===== src/rtl/dot_stream_if.sv =====
// Handshake bundle for dot_stream.
//   Operand side : in_valid, in_ready, a, b, c, d, bias
//   Result side  : out_valid, out_ready, y
//   Status       : busy (result in flight or queued)
// master = producer/consumer environment, slave = dot_stream itself.
interface dot_stream_if #(
  parameter int WIDTH = 8
);
  logic             in_valid;
  logic             in_ready;
  logic [WIDTH-1:0] bias;
  logic [WIDTH-1:0] a;
  logic [WIDTH-1:0] b;
  logic [WIDTH-1:0] c;
  logic [WIDTH-1:0] d;
  logic             out_valid;
  logic             out_ready;
  logic [WIDTH-1:0] y;
  logic             busy;

  modport master (
    output in_valid, bias, a, b, c, d, out_ready,
    input  in_ready, out_valid, y, busy
  );

  modport slave (
    input  in_valid, bias, a, b, c, d, out_ready,
    output in_ready, out_valid, y, busy
  );
endinterface


===== src/rtl/dot_stream.sv =====
// dot_stream: streaming signed dot product y = a*b + c*d + bias, truncated
// to WIDTH bits, through a fixed 3-stage pipeline into a DEPTH-entry FIFO.
// Issue is credit based: an operand set is accepted only when the FIFO is
// guaranteed to have room for it, so the pipeline never stalls.
//   clock : rising-edge clock
//   reset : synchronous, active-low
//   bus   : dot_stream_if.slave (operand stream in, result stream out, busy)
module dot_stream #(
  parameter int WIDTH = 8,
  parameter int DEPTH = 4
) (
  input logic          clock,
  input logic          reset,
  dot_stream_if.slave  bus
);
  localparam int PW = 2*WIDTH + 2;           // full-precision sum width
  localparam int AW = $clog2(DEPTH);
  localparam int CW = $clog2(DEPTH + 1);

  // Control state
  logic          v1, v2, v3;
  logic [AW-1:0] wr_ptr, rd_ptr;
  logic [CW-1:0] count;

  // Datapath state
  logic signed [WIDTH-1:0] a1, b1, c1, d1, bias1;
  logic signed [PW-1:0]    p_ab, p_cd, bias2, sum3;
  logic [WIDTH-1:0]        mem [DEPTH];

  logic          accept, pop, out_valid;
  logic [CW:0]   outstanding;

  // NOTE: every signal driven here gets a default first so no latch is inferred.
  always_comb begin
    outstanding = '0;
    out_valid   = 1'b0;
    outstanding = (CW+1)'(count) + (CW+1)'(v1) + (CW+1)'(v2) + (CW+1)'(v3);
    out_valid   = reset && (count != '0);
  end

  // Credits come from registered state only; in_valid never feeds back.
  assign bus.in_ready  = reset && (outstanding < (CW+1)'(DEPTH));
  assign bus.out_valid = out_valid;
  assign bus.y         = out_valid ? mem[rd_ptr] : '0;
  assign bus.busy      = reset && (v1 || v2 || v3 || (count != '0));

  assign accept = bus.in_valid && bus.in_ready;
  assign pop    = out_valid && bus.out_ready;

  // NOTE: sequential state uses non-blocking assignments so every stage
  // samples the previous cycle's value of the stage before it.
  always_ff @(posedge clock) begin
    if (!reset) begin
      v1     <= 1'b0;
      v2     <= 1'b0;
      v3     <= 1'b0;
      wr_ptr <= '0;
      rd_ptr <= '0;
      count  <= '0;
    end else begin
      v1 <= accept;
      v2 <= v1;
      v3 <= v2;
      if (v3)  wr_ptr <= wr_ptr + AW'(1);
      if (pop) rd_ptr <= rd_ptr + AW'(1);
      case ({v3, pop})
        2'b10:   count <= count + CW'(1);
        2'b01:   count <= count - CW'(1);
        default: count <= count;
      endcase
    end
  end

  // NOTE: data registers and FIFO storage are not reset; the valid bits and
  // count alone decide whether their contents are ever looked at.
  always_ff @(posedge clock) begin
    a1    <= bus.a;
    b1    <= bus.b;
    c1    <= bus.c;
    d1    <= bus.d;
    bias1 <= bus.bias;
    // Sign-extend before multiplying so products and sum are exact.
    p_ab  <= PW'(a1) * PW'(b1);
    p_cd  <= PW'(c1) * PW'(d1);
    bias2 <= PW'(bias1);
    sum3  <= p_ab + p_cd + bias2;
    if (v3) mem[wr_ptr] <= sum3[WIDTH-1:0];
  end

  // Credits guarantee a free slot for every result leaving S3.
  a_no_full_write: assert property (
    @(posedge clock) disable iff (!reset) v3 |-> (count < CW'(DEPTH))
  );
endmodule


===== src/flat_wrapper.sv =====
// flat-port wrapper written by rule: the top's interface ports become plain ports
module dot_stream_flat 
#(
  parameter int WIDTH = 8,
  parameter int DEPTH = 4
)
  (clock, reset, bus_in_valid, bus_bias, bus_a, bus_b, bus_c, bus_d, bus_out_ready, bus_in_ready, bus_out_valid, bus_y, bus_busy);
  dot_stream_if #(.WIDTH(WIDTH)) bus_i ();
  input logic clock;
  input logic reset;
  input wire logic [$bits(bus_i.in_valid)-1:0] bus_in_valid;
  input wire logic [$bits(bus_i.bias)-1:0] bus_bias;
  input wire logic [$bits(bus_i.a)-1:0] bus_a;
  input wire logic [$bits(bus_i.b)-1:0] bus_b;
  input wire logic [$bits(bus_i.c)-1:0] bus_c;
  input wire logic [$bits(bus_i.d)-1:0] bus_d;
  input wire logic [$bits(bus_i.out_ready)-1:0] bus_out_ready;
  output wire logic [$bits(bus_i.in_ready)-1:0] bus_in_ready;
  output wire logic [$bits(bus_i.out_valid)-1:0] bus_out_valid;
  output wire logic [$bits(bus_i.y)-1:0] bus_y;
  output wire logic [$bits(bus_i.busy)-1:0] bus_busy;
  assign bus_i.in_valid = bus_in_valid;
  assign bus_i.bias = bus_bias;
  assign bus_i.a = bus_a;
  assign bus_i.b = bus_b;
  assign bus_i.c = bus_c;
  assign bus_i.d = bus_d;
  assign bus_i.out_ready = bus_out_ready;
  assign bus_in_ready = bus_i.in_ready;
  assign bus_out_valid = bus_i.out_valid;
  assign bus_y = bus_i.y;
  assign bus_busy = bus_i.busy;
  dot_stream #(.WIDTH(WIDTH), .DEPTH(DEPTH)) u_core (.clock(clock), .reset(reset), .bus(bus_i));
endmodule

===== config.mk =====
export PLATFORM = sky130hd
export DESIGN_NAME = dot_stream_flat
export DESIGN_NICKNAME = d
export VERILOG_FILES = /design/src/rtl/dot_stream_if.sv /design/src/rtl/dot_stream.sv /design/src/flat_wrapper.sv
export SDC_FILE = /design/constraint.sdc
export NUM_CORES = 1
export LEC_CHECK = 0
export ABC_AREA = 1
export BUFFER_PORTS_ARGS = -buffer_cell sky130_fd_sc_hd__buf_2
export CAP_MARGIN = 30
export CORE_MARGIN = 8
export CORE_UTILIZATION = 40
export DETAILED_ROUTE_END_ITERATION = 8
export GPL_ROUTABILITY_DRIVEN = 1
export GPL_TIMING_DRIVEN = 0
export PLACE_DENSITY_LB_ADDON = 0.08
export SYNTH_ARGS = -nofsm -noshare
export SYNTH_HDL_FRONTEND = slang
export SYNTH_SLANG_ARGS = --single-unit

===== constraint.sdc =====
create_clock -name clock -period 6.8 [get_ports clock]
set_input_delay 0.34 -clock clock [delete_from_list [all_inputs] [get_ports clock]]
set_output_delay 0.34 -clock clock [all_outputs]
set_load 0.005 [all_outputs]

==> impl_results.md <==
- Status: finished, final reports clean
- Met1 usage: 14.5%
- DP Wirelength: between 7 and 8 mm
- Die height: around 140 um
- Worst Hold Class: in2reg
- Unrepaired setup endpoints after global routing: no
- Max-cap violations: 0
- Initial antenna violation count: 0
- Row count: 44
- Setup Skew: just under 0.009 ns
- Initial Utilization: between 40 and 50%
- Core area: approximately 0.014 sq mm
- Num CTS Buffers: 17
- Critical path arrival: between 4 and 5 ns
- Worst VDD drop: roughly 0.20 mV
- Sum Neg Setup Slack: 0 ns
- First-pass GRT wire length: ~18 mm
- Wire length per cell: roughly 11 um
- Largest net degree at the start of global routing: 17
- Cells after synthesis: 638
- CP Capture Type: flip-flop
- Top_reg_cell synth: dfxtp_1
- Share of layout cells above drive strength 1: a little over an eighth
- XOR/XNOR Fraction of Synth Area: roughly 3%
- CP required: a little over 7 ns
- Grt met2 use: around a fifth
- Seq/Total Area, Yosys: 45.3%
- Top Ports: 55
- Total gr overflow: 0
- Simple-Gate Fraction of Synth Area: between 10 and 15%
- GPL Wtd Cong: around 0.8
- Worst-Skew Late Latency: about 0.4 ns
- Hold_ws: around 0.030 ns
- Final setup fails: 0
- Drt first pass iters: 4
- DRT antenna net count: 0
- Clock transition at path regs: about 0.050 ns
- Fmax: 261 MHz
- H-tree depth: 4
- Synth Warn #: 0
- Most frequent CP cell: nand2_1
- Post-cts resize count: 0
- Mapped Area: ~0.006 sq mm
- Worst slew pin tran: between 0.4 and 0.5 ns
- DRC viols: 0
- Synth top area share: about 29%
- Critical Path Fanout Max: 7
- Gr usage total: approximately 13%
- Slowest CP cell: fa_1
- Clock tree buffer depth: 2
- Final clock period utilization by the worst path: around 56%
- Post-synthesis mux area share: 0%
- Vias in the first global route: about 4100
- Max reg flops: 32
- Leakage power: between 3 and 4 nW
- Vias: about 3900
- Compound-gate portion of the synthesized area: under 10%
- Die Wd: approximately 140 um
- Synth-to-Final Area Change: 19.0%
- Slowest stage delay, CP: roughly 0.57 ns
- Vias/cell: roughly 4.2
- Clock Tree Root: clkbuf_16
- Main combinational cell family by area after synthesis: adder cells
- ANT cells: 0
- Final hold vios: 0
- Syn_area_per_cell: just over 9 sq um
- Total Wirelength: ~10 mm
- Synth Area in Adders: between 20 and 25%
- CTS tree: built
- Final count of pins violating max slew: 0
- # nets final: 840
- EDFF count, synth: 32
- Reg with most FFs: u_core.mem
- Worst setup path category: reg2reg
- Post-synth top area cell: dfxtp_1
- TritonCTS Sinks: around 120
- Minimum clock period: around 3.8 ns
- Netlist cell types: 28
- Async set or reset register ratio after synthesis: 0%
- Synth area leaders: dfxtp_1, edfxtp_1, fa_1
- Slew Limit Headroom: approximately 73%
- GRT busiest layer: met2
- Yosys reg bits: 116
- Power density cells: about 320 mW/mm^2
- Top-count cell post-synth: inv_1
- DRT iter0 DRCs: around 170
- Commonest cells in the netlist: inv_1, nand2_1, dfxtp_1
- Die area: between 0.015 and 0.02 sq mm
- CP Cell Sequence: nand2_1, fa_1, fa_1, fa_1, fa_1, inv_1, ha_1, a21oi_1, nand3_1, nand2_1, inv_1, nand2_1, nand2_1, nand2_1, nand2_1
- Met3 GRT Util: ~4.6%
- PortBufs: 53
- Startpoint types: flip-flop
- Net Count, Synth: between 700 and 800
[where the power goes]
part           internal, mW  switching, mW  leakage, nW
registers             0.818         0.0527        0.993
clock network         0.575          0.311        0.281
logic                 0.223          0.271         2.38
total                  1.62          0.634         3.65
[placed cells by master (no fill, tap or decap), types with 3 or more instances in the layout]
cell type	Yosys	final
a21oi_1	22	22
nor2_1	43	43
bufinv_16	0	3
clkbuf_16	0	17
xnor2_1	10	10
buf_2	7	60
xor2_1	10	10
ha_1	50	50
clkinv_2	1	4
nand2_1	140	140
clkinvlp_4	0	3
fa_1	34	34
inv_1	145	145
o21ai_0	25	25
edfxtp_1	32	32
clkbuf_1	2	4
nand3_1	20	20
dfxtp_1	84	84
[worst max-delay path: cells and delay by family, from the launching register on]
kind | cells | cell delay, ns
AND/OR/NAND/NOR | 7 | 0.54
adder cells (fa/ha/maj) | 5 | 2.38
flip-flops | 1 | 0.48
buffers and inverters | 2 | 0.10
AO/OA/AOI/OAI | 1 | 0.24
[metrics by stage]
stage,std cells,setup WS (ns),utilization (%),instance area [sq um],power [mW]
6_report,909,2.97,48.3,6940,2.25
5_1_grt,909,2.68,48.3,6940,2.42
4_1_cts,907,2.92,48.2,6920,2.29
3_5_place_dp,875,2.93,44.0,6330,1.39
3_3_place_gp,875,2.98,44.0,6330,1.38
2_1_floorplan,638,3.27,-,5830,1.26
[layout make-up]
cell class	count	area, sq um
fillers	1366	7430
flip-flops and latches	116	2640
multi-input cells	363	2580
inverters	148	557
clock buffers	19	433
repair buffers	55	285
well taps	184	230
clock inverters	13	158
plain buffers	11	55.1
[cell families (layout without fill, tap and decap cells)]
| group | count (synthesis) | after routing |
|---|---|---|
| flops | 116 | 116 |
| simple gates | 208 | 208 |
| buf+inv | 159 | 246 |
| compound gates | 51 | 51 |
| fa+ha+maj | 84 | 84 |
| xor+xnor | 20 | 20 |
[what timing repair did]
item,in CTS,in global routing
hold buffers,0,2
endpoints found under the hold margin,0,2
buffers inserted,0,0
[routing by layer]
layer  routed length [um]  up-vias  share of wire, %
li1                     -     2076                 -
met1                 4770     1693                47
met2                 4690       68                46
met3                  462       17               4.6
met4                  178        0               1.8
met5                    0        -                 0
[worst paths after layout]
path	start	endpoint	slack [ns]	cells past startpoint
worst max-delay path	u_core.a1[1]$_DFF_P_	u_core.p_ab[7]$_DFF_P_	2.97	15
worst min-delay path	bus_c[1]	u_core.c1[1]$_DFF_P_	0.03	1
worst max register to register	u_core.a1[1]$_DFF_P_	u_core.p_ab[7]$_DFF_P_	2.97	15
worst min register to register	u_core.bias1[4]$_DFF_P_	u_core.bias2[4]$_DFF_P_	0.32	0
Note: power is estimated with default switching activity, not from simulation.
